--- config.mk ---
export PLATFORM = sky130hd
export DESIGN_NAME = led_cmd_arbiter
export DESIGN_NICKNAME = d
export VERILOG_FILES = /design/src/rtl/led_cmd_arbiter.sv
export SDC_FILE = /design/constraint.sdc
export NUM_CORES = 1
export LEC_CHECK = 0
export ABC_AREA = 0
export CAP_MARGIN = 15
export CORE_MARGIN = 8
export CORE_UTILIZATION = 40
export CTS_CLUSTER_SIZE = 16
export DETAILED_ROUTE_END_ITERATION = 10
export HOLD_SLACK_MARGIN = 0.03
export PLACE_DENSITY = 0.65
export SYNTH_ARGS = -nofsm -noshare
export SYNTH_HDL_FRONTEND = slang
export SYNTH_SLANG_ARGS = --single-unit
--- constraint.sdc ---
create_clock -name clk_i -period 4.7 [get_ports clk_i]
set_clock_uncertainty 0.1 [all_clocks]
set_input_delay 0.705 -clock clk_i [delete_from_list [all_inputs] [get_ports clk_i]]
set_output_delay 0.705 -clock clk_i [all_outputs]
set_load 0.03 [all_outputs]
--- src/rtl/led_cmd_arbiter.sv ---
// Round-robin arbiter that shares one LED blinker command port between N_REQ requesters.
// Each grant issues a held valid pulse followed by a dwell window; duplicate modes are acked only.
module led_cmd_arbiter #(
  parameter  int N_REQ     = 3,
  parameter  int PULSE_LEN = 10,
  parameter  int DWELL_LEN = 10,
  parameter  bit SKIP_DUP  = 1'b1,
  localparam int IDW       = (N_REQ > 1) ? $clog2(N_REQ) : 1
) (
  input  logic               clk_i,
  input  logic               rst_i,
  input  logic [N_REQ-1:0]   req_valid_i,
  input  logic [2*N_REQ-1:0] req_mode_i,
  output logic [N_REQ-1:0]   req_ready_o,
  output logic [1:0]         cmd_data_o,
  output logic               cmd_valid_o,
  output logic [1:0]         cur_mode_o,
  output logic [IDW-1:0]     grant_id_o,
  output logic               busy_o
);

  // state | meaning
  // IDLE  | waiting for a request, grant sampled here
  // ISSUE | cmd_valid held for PULSE_LEN cycles
  // DWELL | mode held, requests ignored for DWELL_LEN cycles
  // SKIP  | one-cycle ack of a request equal to the current mode
  localparam logic [1:0] S_IDLE  = 2'd0;
  localparam logic [1:0] S_ISSUE = 2'd1;
  localparam logic [1:0] S_DWELL = 2'd2;
  localparam logic [1:0] S_SKIP  = 2'd3;

  localparam int CNT_MAX = (PULSE_LEN > DWELL_LEN) ? PULSE_LEN : DWELL_LEN;
  localparam int CW      = (CNT_MAX > 0) ? $clog2(CNT_MAX + 1) : 1;

  logic [1:0]       state_q, state_d;
  logic [CW-1:0]    cnt_q, cnt_d;
  logic [IDW-1:0]   ptr_q, ptr_d;
  logic [IDW-1:0]   gid_q, gid_d;
  logic [1:0]       mode_q, mode_d;
  logic [N_REQ-1:0] ready_q, ready_d;
  logic             valid_q, valid_d;
  logic             busy_q, busy_d;

  logic [1:0]       mode_arr [N_REQ];
  logic [IDW:0]     scan;
  logic [IDW-1:0]   gsel;
  logic             found;

  for (genvar gi = 0; gi < N_REQ; gi++) begin : g_mode
    assign mode_arr[gi] = req_mode_i[2*gi +: 2];
  end

  // First pending requester at or above the pointer, wrapping at N_REQ.
  always_comb begin
    found = 1'b0;
    gsel  = '0;
    scan  = '0;
    for (int k = 0; k < N_REQ; k++) begin
      scan = {1'b0, ptr_q} + (IDW+1)'(k);
      if (scan >= (IDW+1)'(N_REQ)) scan = scan - (IDW+1)'(N_REQ);
      if (!found && req_valid_i[scan[IDW-1:0]]) begin
        found = 1'b1;
        gsel  = scan[IDW-1:0];
      end
    end
  end

  always_comb begin
    state_d = state_q;
    cnt_d   = cnt_q;
    ptr_d   = ptr_q;
    gid_d   = gid_q;
    mode_d  = mode_q;
    ready_d = '0;
    case (state_q)
      S_IDLE: begin
        if (found) begin
          gid_d   = gsel;
          ptr_d   = (gsel == IDW'(N_REQ - 1)) ? '0 : gsel + IDW'(1);
          ready_d = N_REQ'(1) << gsel;
          if (SKIP_DUP && (mode_arr[gsel] == mode_q)) begin
            state_d = S_SKIP;
          end else begin
            state_d = S_ISSUE;
            mode_d  = mode_arr[gsel];
            cnt_d   = CW'(PULSE_LEN);
          end
        end
      end
      S_ISSUE: begin
        if (cnt_q <= CW'(1)) begin
          if (DWELL_LEN == 0) begin
            state_d = S_IDLE;
          end else begin
            state_d = S_DWELL;
            cnt_d   = CW'(DWELL_LEN);
          end
        end else begin
          cnt_d = cnt_q - CW'(1);
        end
      end
      S_DWELL: begin
        if (cnt_q <= CW'(1)) state_d = S_IDLE;
        else                 cnt_d   = cnt_q - CW'(1);
      end
      default: state_d = S_IDLE;
    endcase
    valid_d = (state_d == S_ISSUE);
    busy_d  = (state_d != S_IDLE);
  end

  always_ff @(posedge clk_i or posedge rst_i) begin
    if (rst_i) begin
      state_q <= S_IDLE;
      cnt_q   <= '0;
      ptr_q   <= '0;
      gid_q   <= '0;
      mode_q  <= '0;
      ready_q <= '0;
      valid_q <= 1'b0;
      busy_q  <= 1'b0;
    end else begin
      state_q <= state_d;
      cnt_q   <= cnt_d;
      ptr_q   <= ptr_d;
      gid_q   <= gid_d;
      mode_q  <= mode_d;
      ready_q <= ready_d;
      valid_q <= valid_d;
      busy_q  <= busy_d;
    end
  end

  assign req_ready_o = ready_q;
  assign cmd_data_o  = mode_q;
  assign cmd_valid_o = valid_q;
  assign cur_mode_o  = mode_q;
  assign grant_id_o  = gid_q;
  assign busy_o      = busy_q;

endmodule

* Word-level counts from Yosys, hierarchy flattened
Index checks and enable logic that the tools add are counted.
Storage, ports and cells: register bits 17, output and inout bits 11, word-level logic and storage cells 75
Operators by class: shift-type cells 1, mux-type cells 31, $add $sub $neg 7, reductions and logical operators 10, bitwise logic cells 2, eq/ne operators 8, order comparisons 8
Operator list (number):
- two-way mux 2 bit | 13
- two-way mux 4 bit | 4
- case mux 4 bit (3 select lines) | 1
- < comparator 2 x 3 -> 1 bit (second input constant) | 3
- binary-select mux 1 bit (select 2 bit) | 3
- >= comparator 3 x 2 -> 1 bit (second input constant) | 2
- two-way mux 1 bit | 6
- two-way mux 3 bit | 2
- inequality test 2 bit (second input constant) | 3
- case mux 2 bit (3 select lines) | 1
- subtractor 2 bit (second input constant) | 3
- binary-select mux 2 bit (select 2 bit) | 1
- == test 2 x 1 -> 1 bit (second input constant) | 2
- == test 2 bit (second input constant) | 2
- less-or-equal comparator 4 x 1 -> 1 bit (second input constant) | 1
- AND reduction 4 bit | 1
- subtractor 4 x 1 -> 4 bit (second input constant) | 1
- adder 2 x 1 -> 3 bit (second input constant) | 1
- adder 2 x 2 -> 3 bit (second input constant) | 1
- >= comparator 3 bit (second input constant) | 1
- NOT 2 -> 3 bit | 1
- AND reduction 3 bit | 1
- nonzero test 3 bit | 1
- << shifter 1 x 2 -> 3 bit (first input constant) | 1
- 9 further kinds | 11

* Logic depth before layout (Yosys ltp)
word-level depth 20, depth in mapped cells 11, mapped depth without buffers 10

* Worst setup path before layout
Ideal clock, no wire load.
path type reg2reg, from reg ptr_q[0], to reg cnt_q[0], period minus slack after synthesis 2845 ps, library setup time 125 ps, buffers on the path 1, slack 1855 ps, arrival 2620 ps, required time 4475 ps, cell stages (with the launch flop) 12, cells stage by stage dfrtp_1 -> inv_1 -> ha_1 -> clkbuf_1 -> nand4b_1 -> o311a_4 -> o221a_4 -> a221o_1 -> a31oi_2 -> o211ai_2 -> a31oi_4 -> mux2_4
Between the ends: longest elaborated chain between the ends 18
Ends and longest elaborated chain:
- from (decl) | line 37 | logic [IDW-1:0] ptr_q, ptr_d;
- from (signal assigned) | line 125 | ptr_q <= ptr_d;
- branches (longest 17 deep; another with adder 2 x 1 -> 3 bit)
- AND reduction 4 bit (no line) *
- to (signal assigned) | line 124 | cnt_q <= cnt_d;
- to (decl) | line 36 | logic [CW-1:0] cnt_q, cnt_d;
Mark *: on every way between the ends. The select of a mux whose other input is x is not followed. A chain may end at the register's enable or synchronous reset.

* Final worst setup path
from in req_valid_i[1], to reg cnt_q[1]
Between the ends: longest elaborated chain between the ends 16
Ends and longest elaborated chain:
- from (decl) | line 12 | input logic [N_REQ-1:0] req_valid_i,
- binary-select mux 1 bit (select 2 bit) | line 61 | if (!found && req_valid_i[scan[IDW-1:0]]) begin
- two-way mux 1 bit (implied by the code) | line 61
- two-way mux 1 bit | line 61
- zero test 1 bit | line 61
- logical AND 1 bit | line 61
- two-way mux 1 bit | line 61
- zero test 1 bit | line 61
- logical AND 1 bit | line 61
- two-way mux 2 bit | line 61
- NOT 2 -> 3 bit (implied by the code) | line 81 | if (SKIP_DUP && (mode_arr[gsel] == mode_q)) begin
- binary-select mux 2 bit (select 2 bit) | line 81
- two-way mux 2 bit (implied by the code) (2 in a row) | line 81
- == test 2 bit | line 81
- inequality test 2 bit (no line)
- AND reduction 4 bit (no line) *
Every way passes the cells marked *; elsewhere a longest branch is shown, timed or not. The select of a mux whose other input is x is not followed.

==> reports/metrics.cfg <==
[status]
status = finished, final reports clean

[clock_tree]
cts.sinks = 17
htree_levels = 1
numCtsBuffers = 3
clockBufferDepth = 2
clk_pin_slew_ns = 0.10
cts_setup_buffers = 0
cts_resized = 0
insertion_delay_ns = 0.29
holdBufCountCts = 0
cts_tree = done
cts_root_buf = clkbuf_4

[worst_hold_path]
min_path_type = reg2reg
worstHoldPathCells = 2

[global_route]
grt_pass1_vias = 1077
grt-ovfl-total = 0
antenna_found_initial = 0
grt_pass1_wl_mm = 4.802
grt_max_degree = 18
grt.total_usage_pct = 11.19

[final_layout]
utilization_pct = 51.14
drive_gt1_share_pct = 11.39
n_antenna_cell = 0
fillers = 284
final_nets = 180
layout-area-overhead-vs-synth_pct = 20.27

[setup_path]
critPathLaunchType = primary input
crit_fanout = 7
worstSetupEndpointType = flip-flop
arrival_ns = 3.26
critPathKind = in2reg
worst-endpoint-required_ns = 4.78
ff2ff_path_depth = 10

[job]
drv_cap = 0

[logic_synthesis]
ys_top_cells_by_area = dfrtp_1 33%, ha_1 9.6%, inv_1 3.4%
syn_nets = 159
async_reset_ff_share_pct = 100.0
ys_warn_count = 0
synth.distinct_cells = 46
syn_inst = 138
synth_edf_count = 0
synthesis.area_um2 = 1309
synth-main-ff-cell = dfrtp_1
yosysTopAreaCell = dfrtp_1
synth_top_area_share_pct = 32.50
seq_area_frac_synth_pct = 32.50
synth_seq_cells = 17
avgSynthCellArea_um2 = 9.484

[routing]
vias = 1061
route.antenna.remaining_nets = 0
dr.pass1.iters = 4
drt_iter0_drc = 29
finalWirelength_mm = 2.785
drcViolationCount = 0
viasPerCell = 5.252
wire_per_inst_um = 13.79

[floorplanning]
die_h_um = 73.20
die_area_um2 = 5358
core-area_um2 = 3078
die_w_um = 73.20
pin_count = 22
fp-row-count = 20
initial_core_util_pct = 42.52

[power_and_ir_drop]
switching_share_pct = 47.57
seq_power_share_pct = 21.3
p_switching_uw = 592.1
pwr-share-clk_pct = 6.4
p_int_uw = 652.7
pwr-share-comb_pct = 72.3
peakVddDrop_v = 0.0003544
power_density_nw_per_um2 = 790.9
power_leakage_uw = 0.0006830

[sta]
slew_violations = 0
rsz0062_at_grt = no
setup_viol = 0
relSlewSlack_pct = 54.82
min_period_ns = 3.173
fin_crit_sh_pct = 67.51
hold_viol_final = 0
setup_slack_ns = 1.527
fmax_ghz = 0.3152
tightest_slew_ns = 0.6726
tns_ns = 0

[place]
portBuffers = 21
hpwl_mm = 2.250
post-place-ws_ns = 1.221
gp_congestion = 0.8212

-- cell families (layout without fill, tap and decap cells) --
family	after synthesis	after routing	synth area share (%)
compound gates	40	40	25.53
xor+xnor	1	1	0.6693
fa+ha+maj	10	10	9.560
buf+inv	18	38	6.023
flops	17	17	32.50
mux	10	10	9.082
simple gates	42	42	16.63
-- routing by layer --
| metal | vias up | GRT usage (%) | share of wire [%] |
|---|---|---|---|
| li1 | 534 | - | - |
| met1 | 490 | 13.72 | 46 |
| met2 | 33 | 17.08 | 45 |
| met3 | 4 | 5.495 | 8.2 |
| met4 | 0 | 2.444 | 0.61 |
| met5 | - | 0 | 0 |
-- Yosys cell counts (2+ instances only) --
cell	number
ha_1	10
mux2_1	2
nor3_1	5
a21boi_1	2
o21ai_1	2
dfrtp_1	17
buf_4	3
and2_1	2
o22ai_1	2
nand4b_1	2
clkbuf_1	2
nand2b_1	4
mux2_4	3
mux2i_1	4
a221o_1	2
o21ai_0	5
o21a_1	2
inv_1	12
nand2_1	8
a21o_1	3
a21oi_1	8
nor2_1	11
nor2b_1	3
nand3b_1	2
-- flip-flops by register name (all words and copies together), names as in the netlist --
signal / count
grant_id_o: 2
cmd_data_o: 2
state_q: 2
cmd_valid_o: 1
req_ready_o: 3
cnt_q: 4
busy_o: 1
ptr_q: 2
-- path summary, 6_finish.rpt --
check	from	endpoint	slack, ns
min in group asynchronous	rst_i	cmd_valid_o	0.69
min reg2reg	grant_id_o[0]	grant_id_o[0]	0.40
min	grant_id_o[0]	grant_id_o[0]	0.40
max in group asynchronous	rst_i	cnt_q[3]	3.39
max reg2reg	ptr_q[0]	cnt_q[1]	1.68
max	req_valid_i[1]	cnt_q[1]	1.53
-- area by class of cell --
class	instances	area, um2	area share, %
Multi-Input combinational cell	103	804.5	51.11
Timing Repair Buffer	21	210.2	13.35
Tap cell	44	55.05	3.498
Sequential cell	17	425.4	27.03
Clock inverter	1	7.507	0.4769
Clock buffer	3	22.52	1.431
Inverter	13	48.80	3.100
-- placed cells by master (no fill, tap or decap), types with 3 or more instances in the layout --
master and count:
o21ai_0 5, a21o_1 3, ha_1 10, mux2i_1 4, nand2_1 8, nor2_1 11
clkbuf_4 3, nor2b_1 3, dfrtp_1 17, mux2_4 3, nand2b_1 4, a21oi_1 8
clkdlybuf4s50_1 21, nor3_1 5, inv_1 12
-- power groups by stage --
stage                     sequential [uW]  clock, uW  combinational [uW]
after floorplan                       326          0                 641
after global placement                265          0                 883
after detailed placement              268          0                 900
after CTS                             266       85.0                 904
after global routing                  275       89.7                 985
final                                 265       79.6                 900
-- critical path, cell delays in order --
cell,delay (ns)
clkdlybuf4s50_1,0.61
nand2b_1,0.12
o311a_4,0.33
o221a_4,0.27
a221o_1,0.27
a31oi_2,0.17
o211ai_2,0.17
a31oi_4,0.28
mux2_4,0.32
-- per-stage QoR --
stage | total power, uW | instance area (um2) | hold WS, ns | instances
final | 1245 | 1574 | 0.4012 | 202
after global routing | 1350 | 1574 | 0.4475 | 202
after CTS | 1255 | 1574 | 0.4084 | 202
after detailed placement | 1168 | 1544 | 0.3799 | 198
after global placement | 1148 | 1544 | 0.3842 | 198
after floorplan | 967.1 | 1309 | 0.4017 | 138
Power figures use the tool's default switching activity.
